--- src/rtl/memory_access.sv ---
// rtl/memory_access.sv - MA stage: data-memory request FSM, lane formatting, ack timeout; optional MEM_MISALIGN_TRAP_EN
module memory_access #(
  parameter int TIMEOUT_CYCLES = 16
) (
  input  logic        i_clk,
  input  logic        i_rst,
  input  logic        i_ex_valid,
  input  logic        i_ex_mem_read,
  input  logic        i_ex_mem_write,
  input  logic [2:0]  i_ex_funct3,
  input  logic [31:0] i_ex_result,
  input  logic [31:0] i_ex_store_data,
  input  logic [31:0] i_ex_pc_plus_4,
  input  logic [4:0]  i_ex_rd,
  input  logic        i_ex_reg_write,
  input  logic        i_ex_mem_to_reg,
  input  logic [1:0]  i_ex_rw_sel,
  output logic        o_dmem_req,
  output logic        o_dmem_we,
  output logic [31:0] o_dmem_addr,
  output logic [31:0] o_dmem_wdata,
  output logic [3:0]  o_dmem_wstrb,
  input  logic [31:0] i_dmem_rdata,
  input  logic        i_dmem_ack,
  output logic        o_ma_stall,
  output logic        o_ma_reg_write,
  output logic [4:0]  o_ma_rd,
  output logic        o_ma_mem_to_reg,
  output logic [1:0]  o_ma_rw_sel,
  output logic [31:0] o_ma_pc_plus_4,
  output logic [31:0] o_ma_read_data,
  output logic [31:0] o_ma_result,
  output logic        o_ma_bus_err
);

  localparam logic [0:0] S_IDLE = 1'b0;
  localparam logic [0:0] S_WAIT = 1'b1;

  localparam int CNT_W = (TIMEOUT_CYCLES > 1) ? $clog2(TIMEOUT_CYCLES) : 1;
  localparam logic [CNT_W-1:0] CNT_LAST = CNT_W'(TIMEOUT_CYCLES - 1);

  logic [0:0]       state;
  logic [CNT_W-1:0] wait_cnt;

  // Request and writeback context captured at issue so WAIT never depends on EX inputs
  logic        h_we;
  logic [29:0] h_addr;
  logic [31:0] h_wdata;
  logic [3:0]  h_wstrb;
  logic [2:0]  h_funct3;
  logic [1:0]  h_lane;
  logic [4:0]  h_rd;
  logic        h_reg_write;
  logic        h_mem_to_reg;
  logic [1:0]  h_rw_sel;
  logic [31:0] h_pc_plus_4;
  logic [31:0] h_result;

  logic        ex_mem;
  logic        ex_trap;
  logic        issue;
  logic        in_wait;
  logic        busy;
  logic        timeout_hit;
  logic [35:0] ex_lanes;
  logic [3:0]  ex_wstrb;
  logic [31:0] ex_wdata;

  logic [2:0]  c_funct3;
  logic [1:0]  c_lane;
  logic [4:0]  c_rd;
  logic        c_reg_write;
  logic        c_mem_to_reg;
  logic [1:0]  c_rw_sel;
  logic [31:0] c_pc_plus_4;
  logic [31:0] c_result;

  // Replicate store data across lanes; returns {wstrb, wdata}
  function automatic logic [35:0] store_lanes(input logic [2:0] f3, input logic [1:0] lane,
                                              input logic [31:0] data);
    logic [3:0]  strb;
    logic [31:0] wd;
    case (f3[1:0])
      2'b00: begin
        wd   = {4{data[7:0]}};
        strb = 4'b0001 << lane;
      end
      2'b01: begin
        wd   = {2{data[15:0]}};
        strb = lane[1] ? 4'b1100 : 4'b0011;
      end
      default: begin
        wd   = data;
        strb = 4'b1111;
      end
    endcase
    return {strb, wd};
  endfunction

  // Pick the addressed lane, move it to bit 0 and extend per funct3
  function automatic logic [31:0] load_extract(input logic [2:0] f3, input logic [1:0] lane,
                                               input logic [31:0] rdata);
    logic [7:0]  b;
    logic [15:0] h;
    case (lane)
      2'd0:    b = rdata[7:0];
      2'd1:    b = rdata[15:8];
      2'd2:    b = rdata[23:16];
      default: b = rdata[31:24];
    endcase
    h = lane[1] ? rdata[31:16] : rdata[15:0];
    case (f3)
      3'b000:  return {{24{b[7]}}, b};
      3'b001:  return {{16{h[15]}}, h};
      3'b100:  return {24'h0, b};
      3'b101:  return {16'h0, h};
      default: return rdata;
    endcase
  endfunction

  assign ex_mem = i_ex_valid & (i_ex_mem_read | i_ex_mem_write);

`ifdef MEM_MISALIGN_TRAP_EN
  logic ex_misalign;
  assign ex_misalign = (i_ex_funct3[1:0] == 2'b01 && i_ex_result[0]) ||
                       (i_ex_funct3[1] && i_ex_result[1:0] != 2'b00);
  assign ex_trap = (state == S_IDLE) & ex_mem & ex_misalign;
`else
  assign ex_trap = 1'b0;
`endif

  assign issue       = (state == S_IDLE) & ex_mem & ~ex_trap;
  assign in_wait     = (state == S_WAIT);
  assign busy        = issue | in_wait;
  assign timeout_hit = in_wait & ~i_dmem_ack & (wait_cnt == CNT_LAST);

  assign ex_lanes = store_lanes(i_ex_funct3, i_ex_result[1:0], i_ex_store_data);
  assign ex_wdata = ex_lanes[31:0];
  assign ex_wstrb = i_ex_mem_write ? ex_lanes[35:32] : 4'b0000;

  // Bus outputs: live from EX on the issue cycle, from the capture registers while waiting
  assign o_dmem_req   = ~i_rst & busy;
  assign o_dmem_we    = ~i_rst & (in_wait ? h_we : (issue & i_ex_mem_write));
  assign o_dmem_addr  = i_rst ? 32'h0 : in_wait ? {h_addr, 2'b00} :
                        issue ? {i_ex_result[31:2], 2'b00} : 32'h0;
  assign o_dmem_wdata = i_rst ? 32'h0 : in_wait ? h_wdata : issue ? ex_wdata : 32'h0;
  assign o_dmem_wstrb = i_rst ? 4'h0 : in_wait ? h_wstrb : issue ? ex_wstrb : 4'h0;
  assign o_ma_stall   = ~i_rst & busy & ~i_dmem_ack & ~timeout_hit;

  assign c_funct3     = in_wait ? h_funct3     : i_ex_funct3;
  assign c_lane       = in_wait ? h_lane       : i_ex_result[1:0];
  assign c_rd         = in_wait ? h_rd         : i_ex_rd;
  assign c_reg_write  = in_wait ? h_reg_write  : i_ex_reg_write;
  assign c_mem_to_reg = in_wait ? h_mem_to_reg : i_ex_mem_to_reg;
  assign c_rw_sel     = in_wait ? h_rw_sel     : i_ex_rw_sel;
  assign c_pc_plus_4  = in_wait ? h_pc_plus_4  : i_ex_pc_plus_4;
  assign c_result     = in_wait ? h_result     : i_ex_result;

  // FSM, timeout counter, request capture and MA/WB output registers
  always_ff @(posedge i_clk or posedge i_rst) begin
    if (i_rst) begin
      state           <= S_IDLE;
      wait_cnt        <= '0;
      h_we            <= 1'b0;
      h_addr          <= '0;
      h_wdata         <= '0;
      h_wstrb         <= '0;
      h_funct3        <= '0;
      h_lane          <= '0;
      h_rd            <= '0;
      h_reg_write     <= 1'b0;
      h_mem_to_reg    <= 1'b0;
      h_rw_sel        <= '0;
      h_pc_plus_4     <= '0;
      h_result        <= '0;
      o_ma_reg_write  <= 1'b0;
      o_ma_rd         <= '0;
      o_ma_mem_to_reg <= 1'b0;
      o_ma_rw_sel     <= '0;
      o_ma_pc_plus_4  <= '0;
      o_ma_read_data  <= '0;
      o_ma_result     <= '0;
      o_ma_bus_err    <= 1'b0;
    end else begin
      o_ma_reg_write <= 1'b0;
      o_ma_bus_err   <= 1'b0;
      if (in_wait) begin
        if (i_dmem_ack) begin
          o_ma_reg_write  <= c_reg_write;
          o_ma_rd         <= c_rd;
          o_ma_mem_to_reg <= c_mem_to_reg;
          o_ma_rw_sel     <= c_rw_sel;
          o_ma_pc_plus_4  <= c_pc_plus_4;
          o_ma_result     <= c_result;
          o_ma_read_data  <= load_extract(c_funct3, c_lane, i_dmem_rdata);
          state           <= S_IDLE;
        end else if (timeout_hit) begin
          o_ma_bus_err <= 1'b1;
          wait_cnt     <= '0;
          state        <= S_IDLE;
        end else begin
          wait_cnt <= wait_cnt + 1'b1;
        end
      end else if (ex_trap) begin
        o_ma_bus_err <= 1'b1;
      end else if (issue) begin
        if (i_dmem_ack) begin
          o_ma_reg_write  <= c_reg_write;
          o_ma_rd         <= c_rd;
          o_ma_mem_to_reg <= c_mem_to_reg;
          o_ma_rw_sel     <= c_rw_sel;
          o_ma_pc_plus_4  <= c_pc_plus_4;
          o_ma_result     <= c_result;
          o_ma_read_data  <= load_extract(c_funct3, c_lane, i_dmem_rdata);
        end else begin
          h_we         <= i_ex_mem_write;
          h_addr       <= i_ex_result[31:2];
          h_wdata      <= ex_wdata;
          h_wstrb      <= ex_wstrb;
          h_funct3     <= i_ex_funct3;
          h_lane       <= i_ex_result[1:0];
          h_rd         <= i_ex_rd;
          h_reg_write  <= i_ex_reg_write;
          h_mem_to_reg <= i_ex_mem_to_reg;
          h_rw_sel     <= i_ex_rw_sel;
          h_pc_plus_4  <= i_ex_pc_plus_4;
          h_result     <= i_ex_result;
          wait_cnt     <= '0;
          state        <= S_WAIT;
        end
      end else if (i_ex_valid) begin
        o_ma_reg_write  <= c_reg_write;
        o_ma_rd         <= c_rd;
        o_ma_mem_to_reg <= c_mem_to_reg;
        o_ma_rw_sel     <= c_rw_sel;
        o_ma_pc_plus_4  <= c_pc_plus_4;
        o_ma_result     <= c_result;
      end
    end
  end

endmodule

--- config.mk ---
export PLATFORM = sky130hd
export DESIGN_NAME = memory_access
export DESIGN_NICKNAME = d
export VERILOG_FILES = /design/src/rtl/memory_access.sv
export SDC_FILE = /design/constraint.sdc
export NUM_CORES = 1
export LEC_CHECK = 0
export BUFFER_PORTS_ARGS = -buffer_cell sky130_fd_sc_hd__buf_2
export CORE_AREA = 2 2 169 171
export DETAILED_ROUTE_END_ITERATION = 16
export DIE_AREA = 0 0 171 173
export PLACE_DENSITY = 0.66
export SYNTH_ARGS = -nofsm -noshare
export SYNTH_HDL_FRONTEND = slang
export SYNTH_SLANG_ARGS = --single-unit
--- constraint.sdc ---
create_clock -name i_clk -period 13.5 [get_ports i_clk]
set_input_delay 1.35 -clock i_clk [delete_from_list [all_inputs] [get_ports i_clk]]
set_output_delay 1.35 -clock i_clk [all_outputs]
set_load 0.01 [all_outputs]
== Word level (Yosys, flattened, before mapping) ==
Index checks and enable logic that the tools add are counted.

* Register bits after elaboration: 256
* Input bits: 146
* Output and inout port bits: 177
* Logic and storage cells: 120

* $add $sub $neg: 1
* Equality and inequality tests: 9
* Shift-type cells: 1
* Mux-type cells: 65
* Bitwise operators: 15
* Reductions and logical operators: 7

{| class="wikitable"
|+ Operators by type and width
! operator !! number
|-
| $mux W32 || 19
|-
| $pmux W32 S4 || 1
|-
| $pmux W32 S2 || 1
|-
| $mux W4 || 10
|-
| $mux W5 || 5
|-
| $pmux W8 S3 || 1
|-
| $mux W1 || 19
|-
| $mux W16 || 1
|-
| $mux W2 || 6
|-
| $and A1 B1 Y1 || 9
|-
| $pmux W4 S2 || 1
|-
| $eq A3 B3 Y1 const B || 2
|-
| $reduce_and A3 Y1 || 2
|-
| $add A4 B1 Y4 const B || 1
|-
| $eq A2 B1 Y1 const B || 2
|-
| $eq A4 B4 Y1 const B || 1
|-
| $logic_not A2 Y1 || 2
|-
| $ne A2 B2 Y1 const B || 2
|-
| $not A1 Y1 || 4
|-
| $shl A1 B2 Y4 const A || 1
|-
| $eq A3 B1 Y1 const B || 1
|-
| $logic_not A3 Y1 || 1
|-
| $mux W3 || 1
|-
| $reduce_bool A3 Y1 || 1
|-
| 3 further kinds || 4
|}

== Longest topological paths before layout ==
Gate-level depths: netlist of the first run.

* Depth after elaboration: 7
* Gate-level depth with buffers: 9
* Depth with buffers taken out: 5

== Least setup slack after synthesis of the first run ==
No wires, ideal clock.

* Kind: input-to-output
* Start: in i_ex_valid
* End: out o_dmem_addr[10]
* Data arrival time: 2540 ps
* Data required time: 12150 ps
* Slack: 9610 ps
* Stages: 6
* Cell sequence: clkbuf_1 > nand2b_4 > nor2_2 > clkbuf_1 > a22oi_1 > nor2_1

* Cells in the longest elaborated chain, start to end: 5

{| class="wikitable"
|+ RTL lines
! what !! RTL line !! source
|-
| start, declared || 7 || <nowiki>input logic i_ex_valid,</nowiki>
|-
| $and A1 B1 Y1 || 121 || <nowiki>assign ex_mem = i_ex_valid & (i_ex_mem_read | i_ex_mem_write);</nowiki>
|-
| $and A1 B1 Y1 || 132 || <nowiki>assign issue = (state == S_IDLE) & ex_mem & ~ex_trap;</nowiki>
|-
| $mux W32 || 145 || <nowiki>issue ? {i_ex_result[31:2], 2'b00} : 32'h0;</nowiki>
|-
| $mux W32 (2 in series) || 144 || <nowiki>assign o_dmem_addr = i_rst ? 32'h0 : in_wait ? {h_addr, 2'b00} :</nowiki>
|-
| end, declared || 20 || <nowiki>output logic [31:0] o_dmem_addr,</nowiki>
|}

No other way between the ends.

== Final worst setup path of the first run ==
* Start: in i_ex_valid
* End: out o_dmem_addr[23]

Same word-level chain as after synthesis.

==> results.txt, run 1 <==
outcome: completed
Fin. Hold Viols: 0
Die Wd: 171 um
Post-DP HPWL: 22300 um
share of cells above drive strength 1: 0.274
root buffer cell: clkbuf_16
Synth area leader: dfrtp_1
min-delay worst type: reg -> reg
multi-input logic area: 4920 sq um
Clk Latency, worst-skew pair: 530 ps
Final setup viols: 0
Max clock buf depth: 3
H-tree Lvls: 1
Leak: 6.74 nW
Final nets: 1670
Critical Setup Path Class: in -> out
post-synthesis sequential area ratio: 0.514
Die ar.: 29600 sq um
largest family of logic cells by synthesized area: simple AND/OR/NAND/NOR gates
number of port buffers: 320
final core occ: 0.489
Synth Area in XOR/XNOR: 0
Synth cell types: 44
Syn Inst Count: 1258
Placed Cells: 1875
initial cell density of the core: 0.395
grt ovf: 0
Pwr Total: 2.10 mW
Tcrit/Tclk final: 0.355
Crit. End Element: output pin
Area growth syn-to-layout: 23.8%
FILL cells: 2644
RSZ-0062 raised after global routing: false
CP Buf/Inv Count: 3
mapped cell area: 10900 sq um
final WL: 33400 um
Max VDD drop: 86.7 uV
Max Slew Vio Count: 0
register bit total from synthesis: 224
Core Footprint: 27600 sq um
Post-CTS Setup Inserts: 0
Compound-Gate Fraction of Synth Area: 0.169
cell with the most instances after synthesis: nand2_1
critical path peak fanout: 33
Post-route DRC: 0
post-synthesis mux area share: 0.0695
GP Congestion: 0.898
antenna-violating nets left: 0
Max-slew headroom: 0.256
CP Data Required Time: 12150 ps
CP Data Arrival Time: 3440 ps
die height: 173 um
FMAX: 209 MHz
via count: 10000
max capacitance violation total: 0
Slew @ Worst Pin: 1110 ps
Top Ports: 323
Ys Warns: 0
# hold bufs at CTS: 0
initial antenna violation count: 2
CP Cell Sequence: buf_2 > nand2b_4 > nor2_4 > buf_4 > a22oi_1 > nor2_1 > buf_2
Post-Synth Simple-Gate Area: 0.206
Pre-antenna DRT Iters: 5
DR iter-0 viols: 649
CP startpoint kind: input port
largest net degree at the start of global routing: 91
cell family with most CP delay: buffers and inverters
Setup TNS: 0 ps
CTS sink cnt: 224
first-pass GRT wire length: 52500 um
Worst Skew: 13.6 ps
CP most frequent cell: buf_2
CTS-repair resized insts: 0
wire length per cell: 17.4 um
Critical Path Slowest Stage Cell: nor2_4
asr flop ratio synth: 1.00
Finished Layout Cells: 1918
Slowest Stage Delay on Critical Path: 620 ps
GRT Resource Usage Total: 0.219
vias in the first global route: 9644
EDFF count, synth: 0
site row count: 61
Area contributors post-synth: dfrtp_1, nand2_1, a22oi_1
TritonCTS clock tree: yes
Synth Area in Adders: 0.00115
PD cells: 155 nW/um^2
fin crit period: 4790 ps
CTS buffer count: 24
ys flop type: dfrtp_1
clk slew on worst S/H paths: 60 ps
DR vias/cell: 5.21
Yosys top cell area share: 0.514
commonest cells in the netlist: nand2_1, dfrtp_1, nor2_1
register area: 5610 sq um
syn_area_per_cell: 8.68 sq um
-- worst reg2reg max path: stages, from the launching register on --
cell and delay, ps:
dfrtp_4 620, buf_4 390, nand2b_4 290, nor2_4 620
buf_4 490, nand2_4 410, buf_4 500, nand2_1 230
nand2_1 70
-- layer usage --
layer / track usage / vias to the layer above / share of wire
li1: - / 4796 / -
met1: 0.293 / 4765 / 0.43
met2: 0.356 / 374 / 0.47
met3: 0.0465 / 67 / 0.077
met4: 0.0696 / 0 / 0.030
met5: 0 / - / 0
-- logic make-up after synthesis --
group / Yosys count
mux: 71
flops: 224
compound gates: 294
fa+ha+maj: 1
other cells: 1
simple gates: 569
buf+inv: 98
-- cells in the final DEF, fill, tap and decap left out, drive strengths merged, types with 2 or more instances in the layout --
cell type	n
bufinv	3
nor2b	6
o21ai	102
nand3	3
a211oi	2
a22oi	98
buf	331
nor3	4
clkbuf	32
inv	5
nand2	419
mux2	28
conb	2
mux2i	43
dfrtp	224
a21o	2
or3	2
clkinv	5
o22ai	30
a21oi	53
a22o	3
nand2b	9
diode	2
nor2	118
-- path summary, 6_finish.rpt --
| check | start | cells past startpoint | end | slack [ps] |
|---|---|---|---|---|
| max in group asynchronous | i_rst | 4 | in_wait$_DFF_PP0_ | 10600 |
| setup / recovery | i_ex_valid | 7 | o_dmem_addr[23] | 8710 |
| min in group asynchronous | i_rst | 3 | h_wstrb[0]$_DFFE_PP0P_ | 1450 |
| setup reg to reg | in_wait$_DFF_PP0_ | 8 | h_pc_plus_4[0]$_DFFE_PP0P_ | 9770 |
| hold / removal | o_ma_result[14]$_DFFE_PP0P_ | 2 | o_ma_result[14]$_DFFE_PP0P_ | 470 |
| hold reg to reg | o_ma_result[14]$_DFFE_PP0P_ | 2 | o_ma_result[14]$_DFFE_PP0P_ | 470 |
-- power breakdown --
part           internal, mW  switching (mW)
Sequential            0.821          0.0970
Clock                 0.400           0.275
Combinational         0.199           0.304
-- metrics by stage --
| step | worst slack (ps) | instance area, sq um | hold WS [ps] |
|---|---|---|---|
| 2_1_floorplan | 5660 | 10900 | 445 |
| 3_3_place_gp | 8760 | 12700 | 456 |
| 3_5_place_dp | 8700 | 12700 | 463 |
| 4_1_cts | 8680 | 13500 | 478 |
| 5_1_grt | 8520 | 13500 | 491 |
| 6_report | 8710 | 13500 | 473 |
-- layout make-up --
class	instances	area share
flip-flops and latches	224	0.415
repair buffers	331	0.125
inverters	5	0.00194
diodes	2	0.000370
clock inverters	9	0.00991
well taps	378	0.0350
clock buffers	32	0.0489
multi-input cells	937	0.364
Note: power is estimated with default switching activity, not from simulation.
==> run 2: changes to the inputs <==
Settings changed: PLACE_DENSITY 0.66 to 0.68.
Clock period 13.5 ns to 4.4 ns, I/O delays scaled along.
==> run 2 against run 1 <==
Clock-buffer cell count rose by 3. Combinational power grew to 3.0 times the previous value. Non-clock buffer count increased by 5. Design area is 1.7% higher. Clock skew grew 12 ps. Via count rose by 1.1%. Sequential power grew to 3.1 times the previous value. First-iteration DRC count rose by 25%. Die area unchanged. Final cell count is 0.83% higher. Sequential share of layout area down 0.70 points. Clock power grew to 3.5 times the previous value.
==> results.txt, run 2 (same netlist as run 1, synthesis figures left out) <==
outcome: completed
Pre-antenna DRT Iters: 5 (unchanged)
Final setup viols: 0 (unchanged)
CP Data Arrival Time: 3130 ps (-310 ps)
wire length per cell: 17.3 um (-0.69%)
Max-slew headroom: 0.238 (-0.0183)
met2 GRT Util: 0.348 (-0.00806)
FMAX: 280 MHz
clk slew on worst S/H paths: 60 ps (about the same)
Die ar.: 29600 sq um (unchanged)
Critical Setup Path Class: reg -> out
CTS buffer count: 26 (+8.3%)
final WL: 33500 um (+0.14%)
share of cells above drive strength 1: 0.279 (+0.00534)
critical path peak fanout: 63 (+91%)
Max clock buf depth: 3 (unchanged)
TritonCTS clock tree: yes
fin crit period: 3570 ps
die height: 173 um (unchanged)
GR Layer Usage met3: 0.0492 (+0.00275)
Worst Skew: 26.1 ps (+12.5 ps)
first-pass GRT wire length: 52700 um (+0.38%)
H-tree Lvls: 1 (unchanged)
vias in the first global route: 9707 (+0.65%)
Core Footprint: 27600 sq um (unchanged)
Tcrit/Tclk final: 0.812
Die Wd: 171 um (unchanged)
CTS sink cnt: 224 (unchanged)
# hold bufs at CTS: 0 (unchanged)
Critical Path Slowest Stage Cell: dfrtp_4
Slew @ Worst Pin: 1140 ps (+27.4 ps)
antenna-violating nets left: 0 (unchanged)
register area: 5610 sq um (unchanged)
CP startpoint: in_wait$_DFF_PP0_
Final nets: 1677 (+0.42%)
PD cells: 491 nW/um^2 (+220%)
GRT Resource Usage Total: 0.219 (-0.000321)
CP Data Required Time: 3960 ps (-8190 ps)
CP startpoint kind: register
Crit. End Element: output pin
Slowest Stage Delay on Critical Path: 910 ps (+290 ps)
multi-input logic area: 4920 sq um (unchanged)
CP most frequent cell: buf_4
design area: 13700 sq um (+1.7%)
CP Cell Sequence: buf_4 > buf_4 > a22oi_1 > nor2_1 > buf_2
layer with the highest usage: met2
R2R setup slack: 1280 ps (-8490 ps)
DR iter-0 viols: 811 (+25%)
worst hold path depth: 3 (+1)
final core occ: 0.498 (+0.00842)
Setup TNS: 0 ps (unchanged)
Worst Reg-to-Reg Cells: 5 (-3)
CTS-repair resized insts: 0 (unchanged)
Area growth syn-to-layout: 25.9%
most common cell after layout, fill and taps aside: nand2_1
root buffer cell: clkbuf_16
Top Ports: 323 (unchanged)
Post-CTS Setup Inserts: 0 (unchanged)
FILL cells: 2646 (+0.076%)
HP Start: i_ex_rw_sel[1]
most frequent cells in the layout: nand2_1, buf_2, dfrtp_1, nor2_1, o21ai_0
number of port buffers: 320 (unchanged)
Pwr Total: 6.75 mW (+220%)
Fin. Hold Viols: 0 (unchanged)
GP Congestion: 0.922 (+2.7%)
Cell Area, Placed: 12800 sq um (+0.46%)
Min Hold Slack: 106 ps (-367 ps)
Leak: 6.84 nW (+1.5%)
initial antenna violation count: 9 (+7)
largest net degree at the start of global routing: 100 (+9.9%)
Post-route DRC: 0 (unchanged)
Post-DP HPWL: 22400 um (+0.59%)
Max VDD drop: 282 uV (+230%)
initial cell density of the core: 0.395 (unchanged)
grt ovf: 0 (unchanged)
RSZ-0062 raised after global routing: false
min-delay worst type: in -> reg
max capacitance violation total: 0 (unchanged)
Max Slew Vio Count: 0 (unchanged)
site row count: 61 (unchanged)
RR Startpoint: in_wait$_DFF_PP0_
via count: 10100 (+1.1%)
Clk Latency, worst-skew pair: 530 ps (about the same)
DR vias/cell: 5.23 (+0.27%)
met1 usage in global routing: 0.292 (-0.00115)
run 2: cell count changes in the layout (fill, tap and decap cells not counted), sizes merged, moves of 3 or more:
cell,before,now
buf,331,336
clkbuf,32,35
diode,2,8
bufinv,3,6
run 2: metal layers:
| layer | routed length [um] | part of all wire |
|---|---|---|
| met1 | 13900 | 0.42 |
| met2 | 15900 | 0.47 |
| met3 | 2550 | 0.076 |
| met4 | 1100 | 0.033 |
| met5 | 13 | 0.00039 |
run 2: critical path: cells and delay by family (launching register included):
family / cells / cell delay, ps
AO/OA/AOI/OAI: 1 / 190
AND/OR/NAND/NOR: 1 / 120
flip-flops: 1 / 910
buffers and inverters: 3 / 1360
run 2: power breakdown:
| group | internal, mW | switching (mW) |
|---|---|---|
| Combinational | 0.616 | 0.915 |
| Clock | 1.52 | 0.868 |
| Sequential | 2.52 | 0.316 |
run 2: layout make-up:
type,instances,area share
well taps,378,0.0344
clock buffers,35,0.0534
inverters,5,0.00164
repair buffers,336,0.127
clock inverters,11,0.0159
flip-flops and latches,224,0.408
diodes,8,0.00146
multi-input cells,937,0.358
run 2: worst paths after layout:
kind                                               end
min                            h_rw_sel[1]$_DFFE_PP0P_
min in group asynchronous      h_wdata[12]$_DFFE_PP0P_
max                                    o_dmem_addr[22]
max reg2reg                o_ma_result[10]$_DFFE_PP0P_
min reg2reg                h_pc_plus_4[18]$_DFFE_PP0P_
max in group asynchronous       h_addr[28]$_DFFE_PP0P_
run 2: stage by stage:
step	setup slack, ps	instances
2_1_floorplan	626	1259
3_3_place_gp	1310	1880
3_5_place_dp	1240	1880
4_1_cts	810	1926
5_1_grt	626	1932
6_report	827	1934
